--- config.mk ---
export PLATFORM = sky130hd
export DESIGN_NAME = wave_analyzer
export DESIGN_NICKNAME = d
export VERILOG_FILES = /design/src/rtl/wave_analyzer.sv
export SDC_FILE = /design/constraint.sdc
export NUM_CORES = 1
export LEC_CHECK = 0
export ABC_AREA = 1
export CORE_AREA = 2 2 112 142
export CTS_CLUSTER_SIZE = 40
export DETAILED_ROUTE_END_ITERATION = 8
export DIE_AREA = 0 0 114 144
export GPL_TIMING_DRIVEN = 0
export PLACE_DENSITY_LB_ADDON = 0.08
export SYNTH_ARGS = -nofsm -noshare
export SYNTH_HDL_FRONTEND = slang
export SYNTH_SLANG_ARGS = --single-unit
--- constraint.sdc ---
create_clock -name clk -period 6.7 [get_ports clk]
set_input_delay 1.34 -clock clk [delete_from_list [all_inputs] [get_ports clk]]
set_output_delay 1.34 -clock clk [all_outputs]
set_load 0.02 [all_outputs]
--- src/rtl/wave_analyzer.sv ---
// Rising-crossing wave analyzer: per-cycle period, max, min and peak-to-peak with a valid/ready result port.
// Optional: define WAVE_ANALYZER_PERIOD_AVG_EN to report the mean of the last four periods.
module wave_analyzer #(
  parameter logic [15:0] MID   = 16'h8000,
  parameter logic [15:0] HYST  = 16'h0100,
  parameter int          CNT_W = 20
) (
  input  logic             clk,
  input  logic             reset,
  input  logic             s_valid,
  input  logic [15:0]      s_data,
  output logic             res_valid,
  input  logic             res_ready,
  output logic [CNT_W-1:0] res_period,
  output logic [15:0]      res_max,
  output logic [15:0]      res_min,
  output logic [15:0]      res_pp,
  output logic             no_signal,
  output logic             overrun,
  input  logic             ovr_clr
);

  localparam logic [15:0]      LO_TH    = MID - HYST;
  localparam logic [15:0]      HI_TH    = MID + HYST;
  // Last value cnt may hold: the next increment would reach 2^CNT_W-1.
  localparam logic [CNT_W-1:0] CNT_LAST = {{(CNT_W-1){1'b1}}, 1'b0};
  localparam logic [CNT_W-1:0] CNT_ONE  = CNT_W'(1);

  typedef enum logic {WAIT_LOW, WAIT_HIGH} state_e;

  state_e           state_q, state_d;
  logic             first_done_q, first_done_d;
  logic [CNT_W-1:0] cnt_q, cnt_d;
  logic [15:0]      max_q, max_d, min_q, min_d;
  logic             res_valid_q, res_valid_d;
  logic [CNT_W-1:0] res_period_q, res_period_d;
  logic [15:0]      res_max_q, res_max_d, res_min_q, res_min_d, res_pp_q, res_pp_d;
  logic             no_signal_q, no_signal_d;
  logic             overrun_q, overrun_d;

  logic             crossing, load, emit, drop;
  logic [CNT_W-1:0] period_val;

`ifdef WAVE_ANALYZER_PERIOD_AVG_EN
  localparam int SUM_W = CNT_W + 2;
  logic [CNT_W-1:0] hist_q [3];
  logic [CNT_W-1:0] hist_d [3];
  logic [1:0]       hist_n_q, hist_n_d;
  logic [SUM_W-1:0] sum;
`endif

  // NOTE: every signal written here gets a default first, so no path can infer a latch.
  always_comb begin
    state_d      = state_q;
    first_done_d = first_done_q;
    cnt_d        = cnt_q;
    max_d        = max_q;
    min_d        = min_q;
    res_valid_d  = res_valid_q;
    res_period_d = res_period_q;
    res_max_d    = res_max_q;
    res_min_d    = res_min_q;
    res_pp_d     = res_pp_q;
    no_signal_d  = no_signal_q;
    crossing     = 1'b0;
    drop         = 1'b0;
`ifdef WAVE_ANALYZER_PERIOD_AVG_EN
    hist_d       = hist_q;
    hist_n_d     = hist_n_q;
    sum          = SUM_W'(cnt_q) + SUM_W'(hist_q[0]) + SUM_W'(hist_q[1]) + SUM_W'(hist_q[2]);
    period_val   = sum[SUM_W-1:2];
    emit         = (hist_n_q == 2'd3);
`else
    period_val   = cnt_q;
    emit         = 1'b1;
`endif

    if (s_valid) begin
      if (state_q == WAIT_LOW) begin
        if (s_data < LO_TH) state_d = WAIT_HIGH;
      end else if (s_data >= HI_TH) begin
        crossing = 1'b1;
        state_d  = WAIT_LOW;
      end

      if (crossing) begin
        if (first_done_q) begin
          no_signal_d = 1'b0;
`ifdef WAVE_ANALYZER_PERIOD_AVG_EN
          hist_d[2] = hist_q[1];
          hist_d[1] = hist_q[0];
          hist_d[0] = cnt_q;
          if (hist_n_q != 2'd3) hist_n_d = hist_n_q + 2'd1;
`endif
        end
        first_done_d = 1'b1;
        cnt_d        = CNT_ONE;
        max_d        = s_data;
        min_d        = s_data;
      end else if (cnt_q == CNT_LAST) begin
        no_signal_d  = 1'b1;
        first_done_d = 1'b0;
        state_d      = WAIT_LOW;
        cnt_d        = '0;
        max_d        = 16'h0000;
        min_d        = 16'hFFFF;
`ifdef WAVE_ANALYZER_PERIOD_AVG_EN
        hist_n_d     = 2'd0;
        for (int i = 0; i < 3; i++) hist_d[i] = '0;
`endif
      end else begin
        cnt_d = cnt_q + CNT_ONE;
        if (s_data > max_q) max_d = s_data;
        if (s_data < min_q) min_d = s_data;
      end
    end

    // A pending result is only replaced when it is being accepted in the same cycle.
    load = crossing && first_done_q && emit;
    if (load) begin
      if (!res_valid_q || res_ready) begin
        res_valid_d  = 1'b1;
        res_period_d = period_val;
        res_max_d    = max_q;
        res_min_d    = min_q;
        res_pp_d     = max_q - min_q;
      end else begin
        drop = 1'b1;
      end
    end else if (res_valid_q && res_ready) begin
      res_valid_d = 1'b0;
    end

    overrun_d = drop ? 1'b1 : (ovr_clr ? 1'b0 : overrun_q);
  end

  // NOTE: sequential state uses non-blocking assignments only.
  always_ff @(posedge clk or posedge reset) begin
    if (reset) begin
      state_q      <= WAIT_LOW;
      first_done_q <= 1'b0;
      cnt_q        <= '0;
      max_q        <= 16'h0000;
      min_q        <= 16'hFFFF;
      res_valid_q  <= 1'b0;
      res_period_q <= '0;
      res_max_q    <= '0;
      res_min_q    <= '0;
      res_pp_q     <= '0;
      no_signal_q  <= 1'b0;
      overrun_q    <= 1'b0;
`ifdef WAVE_ANALYZER_PERIOD_AVG_EN
      // NOTE: the history is only three words, so it is reset like ordinary flops.
      hist_n_q     <= 2'd0;
      for (int i = 0; i < 3; i++) hist_q[i] <= '0;
`endif
    end else begin
      state_q      <= state_d;
      first_done_q <= first_done_d;
      cnt_q        <= cnt_d;
      max_q        <= max_d;
      min_q        <= min_d;
      res_valid_q  <= res_valid_d;
      res_period_q <= res_period_d;
      res_max_q    <= res_max_d;
      res_min_q    <= res_min_d;
      res_pp_q     <= res_pp_d;
      no_signal_q  <= no_signal_d;
      overrun_q    <= overrun_d;
`ifdef WAVE_ANALYZER_PERIOD_AVG_EN
      hist_n_q     <= hist_n_d;
      hist_q       <= hist_d;
`endif
    end
  end

  assign res_valid  = res_valid_q;
  assign res_period = res_period_q;
  assign res_max    = res_max_q;
  assign res_min    = res_min_q;
  assign res_pp     = res_pp_q;
  assign no_signal  = no_signal_q;
  assign overrun    = overrun_q;

endmodule

### Word-level counts from Yosys, hierarchy flattened

Cells that the tools add are included.

| operators by class | value |
|---|---|
| add/subtract/negate cells | 2 |
| order comparisons | 4 |
| equality and inequality tests | 3 |
| multiplexer cells | 29 |
| reductions and logical operators | 15 |

Operators with widths:

| operator | number |
|---|---|
| 16-bit 2-to-1 mux | 6 |
| 20-bit 2-to-1 mux | 2 |
| 1-bit 2-to-1 mux | 21 |
| 20-bit by 1-bit adder with 20-bit output (second input constant) | 1 |
| 20-bit == test (second input constant) | 1 |
| 16-bit >= comparator (second input constant) | 1 |
| 16-bit > comparator | 1 |
| 16-bit by 15-bit less-than comparator with 1-bit output (second input constant) | 1 |
| 16-bit less-than comparator | 1 |
| 16-bit subtractor | 1 |
| 2-bit AND reduction | 5 |
| 2-bit nonzero test | 3 |
| 3-bit nonzero test | 2 |
| 3-bit AND reduction | 1 |
| 1-bit logical AND | 2 |
| 2-bit by 1-bit inequality test with 1-bit output (second input constant) | 1 |
| 2-bit inequality test (second input constant) | 1 |
| 1-bit logical NOT | 1 |
| 1-bit logical OR | 1 |

| storage, ports and cells | value |
|---|---|
| register bits | 125 |
| input port bits | 21 |
| output and inout port bits | 71 |
| word-level logic and storage cells | 65 |

### Longest topological paths before layout

| logic depth | value |
|---|---|
| word-level depth | 8 |
| gate-level depth with buffers | 16 |
| mapped depth without buffers | 15 |

### Worst setup path after synthesis

No wires, ideal clock.

| timing | value |
|---|---|
| path kind | in2reg |
| start | input s_data[7] |
| end | register max_q[0] |
| arrival | 2,560 ps |
| data required time | 6,583 ps |
| path slack | 4,023 ps |
| stages | 11 |
| cell sequence | ha_1 nand2_1 nor2_1 nand4_1 nor2_1 nor2_1 nand2_1 nand2_2 buf_4 nand2_1 nand2_1 |

| between the ends | value |
|---|---|
| longest elaborated chain between the ends | 6 |
| elaborated cells on any way between the ends | 8 |
| those cells by class | order compare (2); mux (4); reduce/logical (2) |

Ends and longest elaborated chain:

| element | line | source |
|---|---|---|
| from (decl) | 11 | `input logic [15:0] s_data,` |
| 16-bit >= comparator | 81 | `end else if (s_data >= HI_TH) begin` |
| 1-bit 2-to-1 mux | 81 |  |
| 1-bit 2-to-1 mux | 79 | `if (state_q == WAIT_LOW) begin` |
| 1-bit 2-to-1 mux | 78 | `if (s_valid) begin` |
| 3-bit nonzero test (no source line) | - |  |
| 2-bit AND reduction (no source line) | - |  |
| to (signal assigned) | 161 | `max_q <= max_d;` |
| to (decl) | 34 | `logic [15:0] max_q, max_d, min_q, min_d;` |

Parallel ways exist; a longest one is shown, timed or not. The select of a mux whose other input is x is not followed.
A chain may end at the register's enable or synchronous reset.

### Worst setup path in the final report

| timing | value |
|---|---|
| start | input s_data[15] |
| end | register max_q[0] |

Same word-level chain as after synthesis.

==> reports/results.ini <==
[pwr]
power.internal_mw = 2.44
p_clk_frac = 0.221
ir_drop_uv = 260
p_sw_frac = 0.404
pwr-share-seq = 0.305
combPwrFrac = 0.474
p_switching_mw = 1.66
p_leak_nw = 4.46
total_power_mw = 4.10
p_per_area_nw_per_um2 = 462

[sta]
period_minus_slack_ns = 3.23
hold_violations = 0
drv_slew = 0
timing.final.ws_setup_ns = 3.47
finalCritPeriodShare = 0.483
worst_slew_pin_slew_ns = 0.600
fmax_mhz = 309
finalSetupViolations = 0
relSlewSlack = 0.600
fin_skew_ns = 0.0129
rsz0062_at_grt = no
fin_setup_tns_ns = 0

[global_route]
grt_use_total = 0.236
grt_pass1_vias = 6014
grt_max_degree = 72
grt_pass1_wl_um = 29900
grt_overflow = 0
antenna_found_initial = 0

[setup_path]
cp_max_fo = 10
startpoint_type = input pin
cp-end-kind = flip-flop
rr_startpoint = max_q[0]$_DFFE_PP0P_
critical_path_arrival_ns = 3.55
ff2ff_path_depth = 11
critical_path.endpoint = max_q[0]$_DFFE_PP0P_
crit_start = s_data[15]
cp.required_ns = 7.01
r2r-end = res_pp[14]$_DFFE_PP0P_
rrSetupSlack_ns = 4.44
critical_path_class = in -> reg

[place]
dp_hpwl_um = 14300
dpl_cell_area_um2 = 8290
place.gp.congestion = 0.899
pre_cts_slack_ns = 3.04
port_buffers = 91

[cells_and_area]
synthToLayoutAreaGrowth_pct = 24.8
num_antenna_cells = 0
multi_input_comb_area_um2 = 3400
nFillCells = 1418
nets = 1073
final_cell_area_um2 = 8880
regArea_um2 = 3150
layout-drive-gt1-share = 0.114

[route]
m1WireLength_um = 8090
finalWirelength_um = 18200
first_pass_iters = 5
wl_per_cell_um = 15.1
drt_iter0_drc = 344
wl_met2_um = 8980
viasPerCell = 4.98
dr_wl_met3_um = 662
drc_errors = 0
dr.max_layer_used = met4
ant_nets = 0
dr_total_vias = 5980

[status]
outcome = completed

[clock_network]
cts_inserted_buffers = 17
cts_sinks = 125
cts_hold_buf = 0
clkSlewWorstSetupHoldPaths_ns = 0.05
root_buffer = clkbuf_16
ctsResizeCount = 0
cts_setup_buffers = 0
cts.path.max_buffers = 2
clk_latency_ns = 0.43
cts_tree = yes
cts_max_level = 4

[die]
row_count = 51
start_util = 0.468
die_area_um2 = 16400
fp.dieH_um = 144
io_pins = 92
die_x_um = 114
core_region_area_um2 = 15200

[synthesis]
syn_nets = 962
ys_ff_latch = 125
synth_edf_count = 0
ys_warn_count = 0
synth_cells = 892
async_flop_share = 1.00
synth_area_per_cell_um2 = 7.97
yosysSeqAreaShare = 0.443
synth_flop_cell = dfrtp_1
synth_area_um2 = 7110
synth_cell_types = 36

[job]
maxCapViolCount = 0

[min_path]
hp-class = reg -> reg
hp-start = res_period[7]$_DFFE_PP0P_

==> final cells by class <==
type | count | area share
buffer | 28 | 0.0204
clock buffer | 25 | 0.0569
clock inverter | 6 | 0.00930
inverter | 103 | 0.0441
multi-input combinational | 636 | 0.383
sequential | 125 | 0.355
tap | 185 | 0.0261
timing repair buffer | 92 | 0.106
==> cells by family after synthesis <==
group / after synthesis / synth area share
adder cells (fa/ha/maj): 49 / 0.0872
XOR/XNOR: 12 / 0.0148
flip-flops: 125 / 0.443
AND/OR/NAND/NOR: 460 / 0.291
buffers and inverters: 131 / 0.0799
AO/OA/AOI/OAI: 115 / 0.0844
==> layout by cell type (no fill, tap or decap), types with 6 or more instances in the layout <==
master / instances
clkdlybuf4s50_1: 91
dfstp_2: 16
nor2_1: 50
ha_1: 48
nand3_2: 21
inv_2: 6
o21ai_0: 27
dfrtp_1: 109
nor3_1: 15
buf_6: 6
xor2_1: 6
clkbuf_16: 17
buf_2: 13
o21ai_1: 35
nand2_1: 301
nand3_1: 35
xnor2_1: 6
nand2_2: 7
inv_1: 96
a21oi_1: 43
nand4_1: 10
clkbuf_1: 8
==> per-stage QoR <==
stage                     hold slack, ns  std cells   util
after floorplan                    0.455        892      -
after global placement             0.454       1168  0.544
after detailed placement           0.458       1169  0.546
after CTS                          0.472       1200  0.584
after global routing               0.491       1200  0.584
final                              0.467       1200  0.584
==> worst max-delay path: stages <==
cell             delay, ns
clkdlybuf4s50_1       0.54
ha_1                  0.36
nand2_1               0.06
nor2_1                0.20
nand2_1               0.10
nor2_1                0.12
nor2_1                0.05
nand2_1               0.27
nand2_2               0.17
buf_4                 0.21
nand2_1               0.07
nand2_1               0.05
==> flip-flops by register name, summed over array words and instances (netlist names) <==
name / count
min_q: 16
overrun: 1
res_period: 20
no_signal: 1
res_valid: 1
state_q: 1
res_pp: 16
res_min: 16
cnt_q: 20
max_q: 16
first_done_q: 1
res_max: 16
==> power by group through the flow <==
stage          clock (mW)  sequential (mW)  combinational (mW)
3_3_place_gp            0             1.25                1.93
5_1_grt             0.957             1.28                2.19
2_1_floorplan           0             1.40                1.12
3_5_place_dp            0             1.26                1.95
4_1_cts             0.925             1.25                1.96
6_report            0.908             1.25                1.94
==> cells in the mapped netlist (4+ instances only) <==
library cell | count | area (µm²)
nand3_1 | 35 | 175
buf_2 | 13 | 65.1
clkbuf_1 | 5 | 18.8
inv_1 | 97 | 364
buf_6 | 6 | 67.6
nand3b_1 | 5 | 37.5
a21oi_1 | 43 | 215
o21ai_0 | 27 | 135
xnor2_1 | 6 | 52.6
nand4_1 | 10 | 62.6
nand3_2 | 21 | 210
o21ai_1 | 35 | 175
nand2_2 | 7 | 43.8
inv_2 | 6 | 22.5
nor2_1 | 50 | 188
ha_1 | 48 | 601
nand2_1 | 301 | 1130
buf_4 | 4 | 30.0
nor3_1 | 15 | 75.1
dfrtp_1 | 109 | 2730
xor2_1 | 6 | 52.6
dfstp_2 | 16 | 420
==> worst min path at each step <==
stage | endpoint | slack (ns) | cells past startpoint
finish | res_period[7]$_DFFE_PP0P_ | 0.47 | 2
global route | res_period[7]$_DFFE_PP0P_ | 0.49 | 2
CTS | no_signal$_DFFE_PP0P_ | 0.47 | 2
detailed placement | no_signal$_DFFE_PP0P_ | 0.46 | 2
global placement | res_period[14]$_DFFE_PP0P_ | 0.45 | 2
floorplan | min_q[6]$_DFFE_PP1P_ | 0.46 | 2
==> per-layer routing <==
layer	vias to the layer above	global-route usage
li1	3085	-
met1	2743	0.293
met2	122	0.406
met3	30	0.0478
met4	0	0.0905
met5	-	0
(Power assumes the default switching activity.)
